### config.mk
export PLATFORM = sky130hd
export DESIGN_NAME = reg_bus_arbiter
export DESIGN_NICKNAME = d
export VERILOG_FILES = /design/src/rtl/reg_arb_pkg.sv /design/src/rtl/reg_arb_rr_pick.sv /design/src/rtl/reg_bus_arbiter.sv
export SDC_FILE = /design/constraint.sdc
export NUM_CORES = 1
export LEC_CHECK = 0
export ABC_AREA = 1
export BUFFER_PORTS_ARGS = -buffer_cell sky130_fd_sc_hd__buf_4
export CORE_MARGIN = 2
export CORE_UTILIZATION = 38
export DETAILED_ROUTE_END_ITERATION = 6
export GPL_ROUTABILITY_DRIVEN = 0
export MAX_ROUTING_LAYER = met4
export PLACE_DENSITY = 0.69
export SYNTH_ARGS = -nofsm -noshare
export SYNTH_HDL_FRONTEND = slang
export SYNTH_HIERARCHICAL = 1
export SYNTH_SLANG_ARGS = --single-unit
### constraint.sdc
create_clock -name app_clk -period 3.4 [get_ports app_clk]
set_input_delay 0.68 -clock app_clk [delete_from_list [all_inputs] [get_ports app_clk]]
set_output_delay 0.68 -clock app_clk [all_outputs]
set_load 0.01 [all_outputs]
### src/rtl/reg_arb_pkg.sv
// Shared types and constants for the peripheral register-bus arbiter.
package reg_arb_pkg;

    typedef enum logic [0:0] {
        IDLE = 1'b0,
        BUSY = 1'b1
    } arb_state_t;

    localparam logic [31:0] TIMEOUT_RDATA = 32'hDEAD_BEEF;
    localparam int          MAX_REQ       = 4;

endpackage

### src/rtl/reg_arb_rr_pick.sv
// Combinational round-robin picker: first asserted request after ptr, wrapping modulo NUM_REQ.
module reg_arb_rr_pick
    import reg_arb_pkg::*;
#(
    parameter int NUM_REQ = 2,
    parameter int IDX_W   = (NUM_REQ > 1) ? $clog2(NUM_REQ) : 1
) (
    input  logic [NUM_REQ-1:0] req,
    input  logic [IDX_W-1:0]   ptr,
    output logic [IDX_W-1:0]   gnt_idx,
    output logic               gnt_vld
);

    // The last granted requester (ptr) is visited last, giving strict rotation.
    always_comb begin
        int idx;
        idx     = 0;
        gnt_idx = '0;
        gnt_vld = 1'b0;
        for (int k = 1; k <= MAX_REQ; k++) begin
            idx = (int'(ptr) + k) % NUM_REQ;
            if ((k <= NUM_REQ) && !gnt_vld && req[idx[IDX_W-1:0]]) begin
                gnt_idx = idx[IDX_W-1:0];
                gnt_vld = 1'b1;
            end
        end
    end

endmodule

### src/rtl/reg_bus_arbiter.sv
// Round-robin arbiter sharing the peripheral register bus among NUM_REQ masters.
// Optional bus timeout is enabled by defining REG_ARB_TIMEOUT_EN.
module reg_bus_arbiter
    import reg_arb_pkg::*;
#(
    parameter int NUM_REQ   = 2,
    parameter int ADDR_W    = 9,
    parameter int TO_CYCLES = 255
) (
    input  logic                      app_clk,
    input  logic                      app_rst,
    input  logic [NUM_REQ-1:0]        m_cs,
    input  logic [NUM_REQ-1:0]        m_wr,
    input  logic [NUM_REQ*ADDR_W-1:0] m_addr,
    input  logic [NUM_REQ*32-1:0]     m_wdata,
    input  logic [NUM_REQ*4-1:0]      m_be,
    output logic [31:0]               m_rdata,
    output logic [NUM_REQ-1:0]        m_ack,
    output logic [NUM_REQ-1:0]        m_err,
    output logic                      reg_cs,
    output logic                      reg_wr,
    output logic [ADDR_W-1:0]         reg_addr,
    output logic [31:0]               reg_wdata,
    output logic [3:0]                reg_be,
    input  logic [31:0]               reg_rdata,
    input  logic                      reg_ack
);

    localparam int IDX_W = (NUM_REQ > 1) ? $clog2(NUM_REQ) : 1;

    arb_state_t       state;
    logic [IDX_W-1:0] rr_ptr;
    logic [IDX_W-1:0] pick_idx;
    logic             pick_vld;

    reg_arb_rr_pick #(
        .NUM_REQ (NUM_REQ),
        .IDX_W   (IDX_W)
    ) u_pick (
        .req     (m_cs),
        .ptr     (rr_ptr),
        .gnt_idx (pick_idx),
        .gnt_vld (pick_vld)
    );

`ifdef REG_ARB_TIMEOUT_EN
    localparam int TO_W = $clog2(TO_CYCLES + 1);

    logic [TO_W-1:0] to_cnt;
    logic            to_hit;

    assign to_hit = (to_cnt == TO_W'(TO_CYCLES - 1));
`else
    logic [31:0] unused_cfg;

    assign unused_cfg = TIMEOUT_RDATA ^ 32'(TO_CYCLES);
    assign m_err      = '0;
`endif

    // rr_ptr is loaded with the winner on grant, so it also names the owner while BUSY.
    always_ff @(posedge app_clk) begin
        if (app_rst) begin
            state     <= IDLE;
            rr_ptr    <= IDX_W'(NUM_REQ - 1);
            reg_cs    <= 1'b0;
            reg_wr    <= 1'b0;
            reg_addr  <= '0;
            reg_wdata <= '0;
            reg_be    <= '0;
            m_rdata   <= '0;
            m_ack     <= '0;
`ifdef REG_ARB_TIMEOUT_EN
            m_err     <= '0;
            to_cnt    <= '0;
`endif
        end else begin
            m_ack <= '0;
`ifdef REG_ARB_TIMEOUT_EN
            m_err <= '0;
`endif
            case (state)
                IDLE: begin
                    if (pick_vld) begin
                        rr_ptr    <= pick_idx;
                        reg_cs    <= 1'b1;
                        reg_wr    <= m_wr[pick_idx];
                        reg_addr  <= m_addr[int'(pick_idx)*ADDR_W +: ADDR_W];
                        reg_wdata <= m_wdata[int'(pick_idx)*32 +: 32];
                        reg_be    <= m_be[int'(pick_idx)*4 +: 4];
                        state     <= BUSY;
`ifdef REG_ARB_TIMEOUT_EN
                        to_cnt    <= '0;
`endif
                    end
                end
                BUSY: begin
                    if (reg_ack) begin
                        reg_cs        <= 1'b0;
                        m_rdata       <= reg_rdata;
                        m_ack[rr_ptr] <= 1'b1;
                        state         <= IDLE;
                    end
`ifdef REG_ARB_TIMEOUT_EN
                    else if (to_hit) begin
                        reg_cs        <= 1'b0;
                        m_rdata       <= TIMEOUT_RDATA;
                        m_ack[rr_ptr] <= 1'b1;
                        m_err[rr_ptr] <= 1'b1;
                        state         <= IDLE;
                    end else begin
                        to_cnt <= to_cnt + 1'b1;
                    end
`endif
                end
                default: state <= IDLE;
            endcase
        end
    end

endmodule

After elaboration in Yosys (flattened, before gate mapping). Cells that the tools add are included.

Reductions and logical operators: 7. Add/sub/neg operators: 2. Equal/unequal tests: 2. Bitwise operators: 2. Mux-type cells: 18. Shift-type cells: 3. Multiply operators: 1. Order comparisons: 5.

Operators by type and width (count): variable part select 64 x 7 -> 32 bit (1); variable part select 18 x 6 -> 9 bit (1); two-way mux 1 bit (15); less-than comparator 1 x 2 -> 1 bit, second input constant (4); variable part select 8 x 4 -> 4 bit (1); AND reduction 2 bit (3); multiplier 1 x 4 -> 5 bit, second input constant (1); != test 2 bit, second input constant (2); one-hot mux 1 bit (2 select lines) (2); OR reduction 3 bit (1); adder 1 bit, second input constant (2); logical AND 1 bit (2); NOT 1 bit (2); demux 1 bit (select 1 bit) (1); >= comparator 1 bit, second input constant (1); zero test 1 bit (1).

Input port bits: 129. Logic and storage cells: 49. Output and inout port bits: 83. Register bits after elaboration: 83.

Longest topological paths before layout. Gate-level depths: netlist (run 1).

Depth after elaboration: 9. Gate-level depth with buffers: 8. Mapped depth without buffers: 7.

Hierarchy. The synthesis (run 1) kept the hierarchy.

Modules (own cells, without submodules): reg_bus_arbiter (sequential area each 1661.6 µm², times used 1, cells each 648, area each 3918.8 µm²); reg_arb_rr_pick (sequential area each 0.0 µm², times used 1, cells each 3, area each 15.0 µm²).

Least setup slack after synthesis (run 1). Ideal clock, no wire load.

Kind: input port to flip-flop. Start point: in m_cs[0]. End point: reg reg_wdata[30]. Data arrival time: 1472 ps. Setup time: 64 ps. Stages: 8. Path buffers: 2. Path slack: 1864 ps. Required time: 3336 ps. Cells stage by stage: or2_1 -> inv_1 -> nor2_2 -> buf_4 -> buf_4 -> nand2_1 -> nor2_1 -> nor2_1.

Cells in the longest elaborated chain, start to end: 7. Elaborated cells on any way between the ends: 12. Classes of those cells: 1 x shift; 8 x mux; 3 x reduce/logical.

Ends and longest elaborated chain: from (decl) (RTL line reg_bus_arbiter.sv:12) `input logic [NUM_REQ-1:0] m_cs,`; two-way mux 1 bit (not written as such) (2 in a row) (RTL line reg_arb_rr_pick.sv:22) `if ((k <= NUM_REQ) && !gnt_vld && req[idx[IDX_W-1:0]]) begin`; two-way mux 1 bit (RTL line reg_arb_rr_pick.sv:22); zero test 1 bit (RTL line reg_arb_rr_pick.sv:22); logical AND 1 bit (RTL line reg_arb_rr_pick.sv:22); two-way mux 1 bit (RTL line reg_arb_rr_pick.sv:22); variable part select 64 x 7 -> 32 bit / AND reduction 2 bit (equally long branches); to (signal assigned) (RTL line reg_bus_arbiter.sv:88) `reg_wdata <= m_wdata[int'(pick_idx)*32 +: 32];`; to (decl) (RTL line reg_bus_arbiter.sv:23) `output logic [31:0] reg_wdata,`.

Several ways; a longest one is shown, not always the timed one. The select of a mux whose other input is x is not followed. A chain may end at the register's enable or synchronous reset.

Worst setup path after layout (run 1).
Start point: reg state. End point: reg m_ack[0].

Cells in the longest elaborated chain, start to end: 2.

Ends and longest elaborated chain: from (decl) (RTL line reg_bus_arbiter.sv:31) `arb_state_t state;`; from (signal assigned) (RTL line reg_bus_arbiter.sv:63) `state <= IDLE;`; from (signal assigned) (RTL line reg_bus_arbiter.sv:90) `state <= BUSY;`; from (signal assigned) (RTL line reg_bus_arbiter.sv:101) `state <= IDLE;`; NOT 1 bit (no source line); OR reduction 3 bit (no source line); to (signal assigned) (RTL line reg_bus_arbiter.sv:71) `m_ack <= '0;`; to (signal assigned) (RTL line reg_bus_arbiter.sv:77) `m_ack <= '0;`; to (signal, indexed assignment) (RTL line reg_bus_arbiter.sv:100) `m_ack[rr_ptr] <= 1'b1;`; to (decl) (RTL line reg_bus_arbiter.sv:18) `output logic [NUM_REQ-1:0] m_ack,`.

No other way between the ends.

==> results of run 1 <==
## path summary, 6_finish.rpt
path	startpoint	depth (start not counted)	slack, ns	end
max	state$_SDFF_PP0_	4	1.49	m_ack[0]$_SDFF_PP0_
min reg2reg	m_rdata[9]$_SDFFE_PP0P_	2	0.47	m_rdata[9]$_SDFFE_PP0P_
max reg2reg	state$_SDFF_PP0_	4	1.49	m_ack[0]$_SDFF_PP0_
min	m_rdata[9]$_SDFFE_PP0P_	2	0.47	m_rdata[9]$_SDFFE_PP0P_
## cell usage in the layout, fill, tap and decap left out, types with 2 or more instances in the layout
| master | netlist | layout |
|---|---|---|
| nand2_2 | 1 | 2 |
| inv_2 | 3 | 3 |
| buf_4 | 12 | 210 |
| inv_1 | 96 | 96 |
| nor2_4 | 1 | 2 |
| nor2_1 | 96 | 96 |
| conb_1 | 1 | 2 |
| clkbuf_8 | 0 | 9 |
| dfxtp_1 | 83 | 83 |
| nand3_1 | 33 | 33 |
| clkinvlp_4 | 0 | 2 |
| nand2_1 | 298 | 297 |
## layer usage
layer | share of wire (%) | track usage, % | vias up
met5 | 0 | - | -
met4 | 2.6 | 7.89 | 0
met3 | 5.3 | 3.65 | 24
met2 | 51 | 34.9 | 115
met1 | 41 | 22.4 | 1860
li1 | - | - | 2236
## flip-flops by register name, summed over array words and instances, names as in the netlist
name	count
reg_wdata	32
state	1
rr_ptr	1
m_ack	2
reg_wr	1
m_rdata	32
reg_addr	9
reg_be	4
reg_cs	1
## power by group through the flow
stage / sequential, mW / clock [mW] / combinational [mW]
finish: 1.09 / 0.725 / 0.566
detailed placement: 1.12 / 0 / 0.572
floorplan: 1.15 / 0 / 0.265
CTS: 1.09 / 0.748 / 0.575
global placement: 1.11 / 0 / 0.565
global route: 1.10 / 0.794 / 0.636
## cells in the mapped netlist (all sizes together)
cell type  instances
inv               99
nor2              98
nand3             33
dfxtp             83
or2                1
conb               1
nand2            299
clkbuf             5
buf               30
a21oi              2
## through the flow
| stage | hold WS, ns | power [mW] | utilization, % | cell area (sq um) | worst slack, ns |
|---|---|---|---|---|---|
| 6_report | 0.472 | 2.38 | 56.1 | 5710 | 1.49 |
| 2_1_floorplan | 0.426 | 1.41 | - | 3940 | 1.86 |
| 4_1_cts | 0.477 | 2.42 | 56.1 | 5710 | 1.45 |
| 3_5_place_dp | 0.462 | 1.69 | 54.1 | 5510 | 1.17 |
| 3_3_place_gp | 0.460 | 1.68 | 54.1 | 5510 | 1.19 |
| 5_1_grt | 0.493 | 2.53 | 56.1 | 5710 | 1.28 |
## critical path, delay by kind of cell (launching register included)
kind,cells,cell delay (ns)
buf+inv,1,0.13
flops,1,0.45
simple gates,3,1.27
## cells by family (layout without fill, tap and decap cells)
| logic type | Yosys count | in the layout | synth area share, % |
|---|---|---|---|
| simple gates | 431 | 431 | 42.6 |
| flops | 83 | 83 | 42.2 |
| buf+inv | 134 | 326 | 14.9 |
| compound gates | 2 | 2 | 0.254 |
| other cells | 1 | 2 | 0.0953 |
## final cells by class
| class | instances | area [sq um] | area share (%) |
|---|---|---|---|
| Multi-Input combinational cell | 435 | 1710 | 29.9 |
| Sequential cell | 83 | 1660 | 29.1 |
| Timing Repair Buffer | 211 | 1600 | 28.0 |
| Inverter | 99 | 372 | 6.51 |
| Tap cell | 136 | 170 | 2.98 |
| Clock buffer | 10 | 128 | 2.23 |
| Clock inverter | 6 | 73.8 | 1.29 |
==> flow_summary_export.csv, run 1 <==
group,metric,value,unit
final_layout,drive_gt1_share,27.7,%
critical_path,cpPeakStageDelay,0.72,ns
floorplan,die_w,106,microns
pwr,p_sw_share,29.7,%
critical_path,worstPathMaxFanout,34,
final_layout,fin_cells,980,
synth,ys_top_cells_by_area,"dfxtp_1 (42%), nand2_1 (28%), inv_1 (9.2%)",
pwr,p_leak,3.49,nW
global_routing,antenna_found_initial,0,
pwr,peakVddDrop,0.000220,V
drt,ant_nets,0,
global_routing,grt_usage,19.9,%
timing,finalSetupTns,0,ns
timing,tightest_slew,1.05,ns
pwr,p_per_area,417,nW/um^2
clock_network,htreeDepth,3,
timing,rsz0062_at_grt,"false",
min_path,min_path_type,"flop to flop",
placed_design,numPortBuffers,209,
clock_network,cts_resized,0,
drt,drc,0,
clock_network,clk_pin_slew,0.09,ns
clock_network,postCtsSetupBuffers,0,
critical_path,cp-start-kind,"flop",
critical_path,worstPathArrival,2.19,ns
synth,syn_area,3930,sq um
pwr,clock_power_share,30.4,%
placed_design,place_inst,964,
pwr,p_switching,0.708,mW
drt,vias,4235,
global_routing,grt_pass1_wl,17.9,mm
timing,slew_headroom,29.9,%
drt,dr.pass1.iters,6,
pwr,p_int,1.67,mW
drt,wl_per_cell,11.2,microns
global_routing,grt_pass1_vias,3958,
synth,netlist.top_cell.by_area,"dfxtp_1",
floorplan,die_h,106,microns
final_layout,syn_to_final_growth,45.2,%
clock_network,cts_tree,"built",
clock_network,cts_buffers,9,
synth,synth-seq-cells,83,
floorplan,design.die.area,11200,sq um
floorplan,initial_core_util,38.6,%
pwr,pwr-share-comb,23.8,%
timing,final_max_slew_viol_count,0,
final_layout,fill_cells,1051,
timing,hold_violations,0,
clock_network,clk_latency,0.35,ns
critical_path,critPathSlowestCell,"nor2_4",
drt,drtIter0Drc,207,
timing,max_freq,522,MHz
synth,ys.warnings.count,6,
clock_network,cts_hold_buf,0,
floorplan,num_rows,37,
pwr,pwr-share-seq,45.8,%
critical_path,cp-end-kind,"flop",
timing,fin_crit,1.91,ns
run_status,status,"completed",
timing,setup_viol_count_final,0,
clock_network,cts.sinks,83,
timing,skew,0.0123,ns
run,max_cap_violations,0,
synth,synth_cell_types,17,
final_layout,finalNetCount,968,
timing,period_share,56.3,%
critical_path,cp.required,3.68,ns
clock_network,cts-root-buf,"clkbuf_8",
critical_path,crit_chain,"nand2_2 -> nor2_4 -> inv_1 -> nor2_1",
drt,vias_per_cell,4.32,
synth,synth_seq_area_share,42.2,%
global_routing,grt_max_degree,52,
synth,yosysTopAreaCellShare,42.2,%
floorplan,core,10200,sq um
clock_network,clock_path_buffers,2,
synth,synth_area_per_cell,6.04,sq um
final_layout,antennaDiodeCount,0,
synth,synthCells,651,
floorplan,ios,212,
global_routing,grt_overflow_total,0,
placed_design,dp_hpwl,7.93,mm
drt,drt_wl_total,11.0,mm
critical_path,critPathKind,"flop to flop",
No activity file was read; power rests on OpenSTA's default activity.
==> inputs of run 2 (changes only) <==
Clock period 3.4 ns to 1.85 ns, I/O delays scaled along.
==> run 2 against run 1 <==
Effect of this change:
- clock skew down 0.0029 ns
- sequential power up 84%
- clock power up 97%
- flip-flop and latch count unchanged
- count of clock-buffer cells in the layout down 1
- combinational power up 89%
- first-iteration DRC count down 17%
- global-route usage up 0.50 points
==> flow_summary_export.csv, run 2 (synthesis results as in run 1) <==
group,metric,value,unit
timing,skew,0.00945,ns
clock_network,cts_buffers,9,
final_layout,fin_cells,986,
run_status,status,"completed",
drt,drtIter0Drc,172,
pwr,pwr-share-comb,23.7,%
clock_network,cts_tree,"built",
clock_network,cts_hold_buf,0,
final_layout,syn_to_final_growth,47.8,%
final_layout,finalNetCount,975,
final_layout,final_cell_mix,"nand2_1 (297), buf_4 (214), inv_1 (96), nor2_1 (96), dfxtp_1 (83)",
pwr,pwr-share-seq,44.6,%
global_routing,grt_overflow_total,0,
floorplan,initial_core_util,38.6,%
critical_path,critPathSlowestCell,"inv_2",
pwr,p_switching,1.29,mW
drt,vias,4153,
pwr,p_sw_share,28.6,%
global_routing,grt_pass1_wl,18.0,mm
critical_path,critPathKind,"flop to flop",
final_layout,drive_gt1_share,28.4,%
clock_network,clk_latency,0.36,ns
critical_path,cp-start-kind,"flop",
clock_network,cts-root-buf,"clkbuf_8",
final_layout,antennaDiodeCount,0,
timing,slew_headroom,48.8,%
clock_network,cts_resized,0,
floorplan,num_rows,37,
placed_design,numPortBuffers,209,
timing,final_max_slew_viol_count,0,
critical_path,worstPathMaxFanout,46,
placed_design,dp_hpwl,8.05,mm
pwr,p_leak,3.54,nW
drt,drt_wl_total,11.1,mm
floorplan,ios,212,
min_path,min_path_type,"input pin to flop",
drt,vias_per_cell,4.21,
timing,rsz0062_at_grt,"false",
critical_path,crit_chain,"a21oi_4 -> inv_2 -> nand2_1 -> nand2_1 -> nor2_1 -> nor2_1",
global_routing,grt_max_degree,48,
global_routing,busiest_layer,"met2",
timing,period_share,85.1,%
timing,fin_crit,1.57,ns
clock_network,clock_path_buffers,2,
timing,holdWs,0.191,ns
global_routing,use_met1,22.6,%
clock_network,cts.sinks,83,
global_routing,grt_pass1_vias,3947,
floorplan,die_w,106,microns
critical_path,cp_top_family,"buffers and inverters",
drt,ant_nets,0,
final_layout,reg_top3,"m_rdata x32, reg_wdata x32, reg_addr x9",
critical_path,cp.required,2.15,ns
pwr,power.total,4.50,mW
global_routing,antenna_found_initial,0,
clock_network,htreeDepth,3,
final_layout,layout_commonest_cell,"nand2_1",
critical_path,worstPathArrival,1.87,ns
critical_path,cpPeakStageDelay,0.55,ns
timing,max_freq,635,MHz
pwr,p_int,3.21,mW
timing,finalSetupTns,0,ns
timing,tightest_slew,0.768,ns
timing,setup_viol_count_final,0,
drt,drc,0,
clock_network,postCtsSetupBuffers,0,
placed_design,placed_area,5600,sq um
floorplan,design.die.area,11200,sq um
drt,dr.pass1.iters,4,
pwr,p_per_area,774,nW/um^2
global_routing,gr-usage-met2,36.1,%
pwr,peakVddDrop,0.000411,V
pwr,clock_power_share,31.7,%
final_layout,final_design_area_no_fill,5820,sq um
global_routing,grt_usage,20.4,%
run,max_cap_violations,0,
drt,wl_per_cell,11.2,microns
floorplan,core,10200,sq um
floorplan,die_h,106,microns
critical_path,cp-end-kind,"flop",
placed_design,place_inst,971,
critical_path,cp_num_buf_inv,1,
clock_network,clk_pin_slew,0.09,ns
timing,hold_violations,0,
global_routing,grt_use_met3,4.02,%
run 2: cell types whose count changed in the layout (fill, tap and decap cells not counted), sizes merged:
cell / change
bufinv: +1
inv: -2
clkinvlp: +1
clkbuf: -1
buf: +7
run 2: cell type report:
cell class | count | area, sq um
fill | 985 | 4370
tap | 136 | 170
multi-input combinational | 435 | 1710
clock inverter | 6 | 91.3
clock buffer | 9 | 124
sequential | 83 | 1660
inverter | 99 | 372
timing repair buffer | 218 | 1690
run 2: layer usage:
| layer | share of wire, % | routed length [microns] |
|---|---|---|
| met1 | 42 | 4610 |
| met2 | 51 | 5670 |
| met3 | 5.0 | 553 |
| met4 | 2.0 | 221 |
| met5 | 0 | 0 |
run 2: through the flow:
step / setup slack, ns / util, %
detailed placement: 0.244 / 55.0
CTS: 0.268 / 57.1
global route: 0.0898 / 57.1
finish: 0.276 / 57.1
global placement: 0.297 / 55.0
floorplan: 0.624 / -
run 2: final timing paths:
kind,from,endpoint,slack (ns),cells past startpoint
setup reg to reg,rr_ptr$_SDFFE_PP1P_,reg_wdata[19]$_SDFFE_PP0P_,0.28,6
setup / recovery,rr_ptr$_SDFFE_PP1P_,reg_wdata[19]$_SDFFE_PP0P_,0.28,6
hold / removal,reg_rdata[26],m_rdata[26]$_SDFFE_PP0P_,0.19,3
hold reg to reg,m_rdata[22]$_SDFFE_PP0P_,m_rdata[22]$_SDFFE_PP0P_,0.47,2
run 2: power by group through the flow:
stage               combinational (mW)  sequential (mW)  clock [mW]
floorplan                        0.487             2.10           0
global placement                  1.06             2.04           0
detailed placement                1.07             2.05           0
CTS                               1.08             2.01        1.47
global route                      1.20             2.03        1.54
finish                            1.07             2.01        1.43
run 2: worst reg2reg max path, delay by kind of cell (launching register included):
family                 cells  cell delay (ns)
AOI/OAI and AO/OA          1             0.10
buffers and inverters      1             0.55
DFF                        1             0.48
and+or+nand+nor            4             0.39
==> inputs of run 3 (changes only) <==
Settings changed: CORE_UTILIZATION 38 to 40, PLACE_DENSITY 0.69 to 0.73, SYNTH_HIERARCHICAL 1 to not set.
==> run 3 against run 2 <==
Effect of this change:
- via count down 2.1%
- clock power about the same
- register-to-register slack better by 0.18 ns
- sequential share of layout area up 1.6 points
- wire length down 6.1%
- critical endpoint is now reg_wdata[6]$_SDFFE_PP0P_
==> flow_summary_export.csv, run 3 <==
group,metric,value,unit
run_status,status,"completed",
global_routing,grt_pass1_wl,16.8,mm
placed_design,post-place-ws,0.367,ns
synth,synth-seq-cells,83,
timing,finalSetupTns,0,ns
critical_path,cpPeakStageDelay,0.40,ns
placed_design,placed_area,5280,sq um
critical_path,cp-start-kind,"flop",
floorplan,die_h,101,microns
drt,drt_wl_total,10.4,mm
floorplan,num_rows,35,
pwr,p_leak,2.92,nW
timing,skew,0.0163,ns
drt,dr.pass1.iters,4,
final_layout,fin_cells,869,
final_layout,finalNetCount,882,
clock_network,postCtsSetupBuffers,0,
final_layout,reg_top3,"m_rdata x32, reg_wdata x32, reg_addr x9",
timing,hold_violations,0,
clock_network,clk_pin_slew,0.09,ns
critical_path,cp_top_family,"simple AND/OR/NAND/NOR gates",
critical_path,critPathSlowestCell,"dfxtp_1",
synth,syn_area,3730,sq um
final_layout,final_util,60.1,%
synth,ys.warnings.count,0,
clock_network,clk_latency,0.35,ns
timing,fin_crit,1.40,ns
floorplan,initial_core_util,40.7,%
drt,ant_nets,0,
pwr,power.total,4.47,mW
drt,wl_per_cell,11.9,microns
clock_network,cts_tree,"built",
clock_network,cts_hold_buf,0,
drt,drc,0,
timing,max_freq,716,MHz
synth,synth_top_family_by_area,"simple AND/OR/NAND/NOR gates",
drt,dr_wl_met3,908,microns
pwr,peakVddDrop,0.000424,V
final_layout,drive_gt1_share,31.8,%
synth,synth_cell_types,17,
drt,drtIter0Drc,98,
final_layout,layout_commonest_cell,"buf_4",
drt,vias,4065,
synth,synth-adder-area-share,0,%
timing,final_max_slew_viol_count,0,
final_layout,antennaDiodeCount,0,
run,max_cap_violations,0,
synth,netlist.top_cell.by_area,"dfxtp_1",
timing,holdWs,0.279,ns
floorplan,core,9150,sq um
synth,yosys.area_share.simple,32.3,%
critical_path,cp_num_buf_inv,1,
synth,synth_seq_area_share,44.6,%
synth,yosysMostFrequentCell,"nor2_1",
drt,vias_per_cell,4.68,
final_layout,final_cell_mix,"buf_4 (218), nor2_1 (143), nand2_1 (128)",
drt,met2_length,4.80,mm
timing,setup_viol_count_final,0,
clock_network,cts_resized,0,
synth,ys_top_cells_by_area,"dfxtp_1 (45%), nor2_1 (14%), nand2_1 (13%)",
critical_path,critPathKind,"flop to flop",
placed_design,dp_hpwl,7.67,mm
critical_path,worstPathMaxFanout,55,
global_routing,grt_overflow_total,0,
pwr,p_per_area,812,nW/um^2
critical_path,crit_chain,"nand2_1 -> nand2_2 -> buf_12 -> nor2_1 -> nor2_1 -> nor2_1",
floorplan,die_w,101,microns
synth,synth-edff-count,0,
global_routing,grt_usage,21.0,%
global_routing,grt_pass1_vias,3771,
synth,yosys-top-cells-count,"nor2_1 (143), nand2_1 (129), dfxtp_1 (83)",
placed_design,numPortBuffers,209,
clock_network,cts-root-buf,"clkbuf_8",
critical_path,critPathMostFrequentCell,"nor2_1",
timing,period_share,75.5,%
final_layout,final_design_area_no_fill,5500,sq um
clock_network,cts.sinks,83,
synth,synth_area_per_cell,6.62,sq um
floorplan,design.die.area,10100,sq um
drt,highest_layer,"met4",
min_path,min_path_type,"input pin to flop",
placed_design,place_inst,853,
global_routing,antenna_found_initial,0,
clock_network,cts_buffers,9,
timing,fin_ws,0.454,ns
critical_path,worstPathArrival,1.64,ns
global_routing,grt_max_degree,59,
clock_network,clock_path_buffers,2,
synth,async_reset_ff_share,0,%
critical_path,cp.required,2.09,ns
final_layout,syn_to_final_growth,47.6,%
timing,rsz0062_at_grt,"false",
synth,synth-main-ff-cell,"dfxtp_1",
synth,synthCells,563,
clock_network,htreeDepth,3,
synth,synth_compound_area_share,10.8,%
floorplan,ios,212,
critical_path,cp-end-kind,"flop",
synth,yosysTopAreaCellShare,44.6,%
synth,synthMuxAreaShare,0,%
synth,synthXorXnorAreaFrac,0,%
drt,m1WireLength,4.43,mm
==> run 3: final timing paths <==
kind | depth (start not counted) | start | slack, ns | to
max | 6 | flop | 0.45 | reg_wdata[6]$_SDFFE_PP0P_
min | 3 | reg_rdata[24] | 0.28 | m_rdata[24]$_SDFFE_PP0P_
max reg2reg | 6 | flop | 0.45 | reg_wdata[6]$_SDFFE_PP0P_
min reg2reg | 2 | m_rdata[4]$_SDFFE_PP0P_ | 0.46 | m_rdata[4]$_SDFFE_PP0P_
==> run 3: logic make-up (layout without fill, tap and decap cells) <==
family,count (synthesis),in the layout
buf+inv,91,285
simple gates,308,308
other cells,1,2
flops,83,83
compound gates,80,80
==> run 3: final cells by class <==
cell class                 count  area [sq um]
fill                         872          3650
clock inverter                 7          98.8
inverter                      49           186
tap                          111           139
clock buffer                   9           124
sequential                    83          1660
timing repair buffer         220          1680
multi-input combinational    390          1620
==> run 3: worst register-to-register path: cells and delay by family (launching register included) <==
| family | cells | cell delay [ns] |
|---|---|---|
| and+or+nand+nor | 5 | 0.61 |
| DFF | 1 | 0.40 |
| buffers and inverters | 1 | 0.29 |
==> run 3: report_power, final <==
group	switching (mW)	leakage, nW	internal, mW	total [mW]
clock network	0.677	0.110	0.770	1.45
logic	0.505	2.12	0.511	1.02
registers	0.0780	0.685	1.93	2.01
total	1.26	2.92	3.21	4.47
==> run 3: per-layer routing <==
layer / vias to the layer above / GRT usage, %
li1: 2099 / -
met1: 1766 / 24.5
met2: 179 / 35.0
met3: 21 / 5.55
met4: 0 / 7.69
met5: - / -
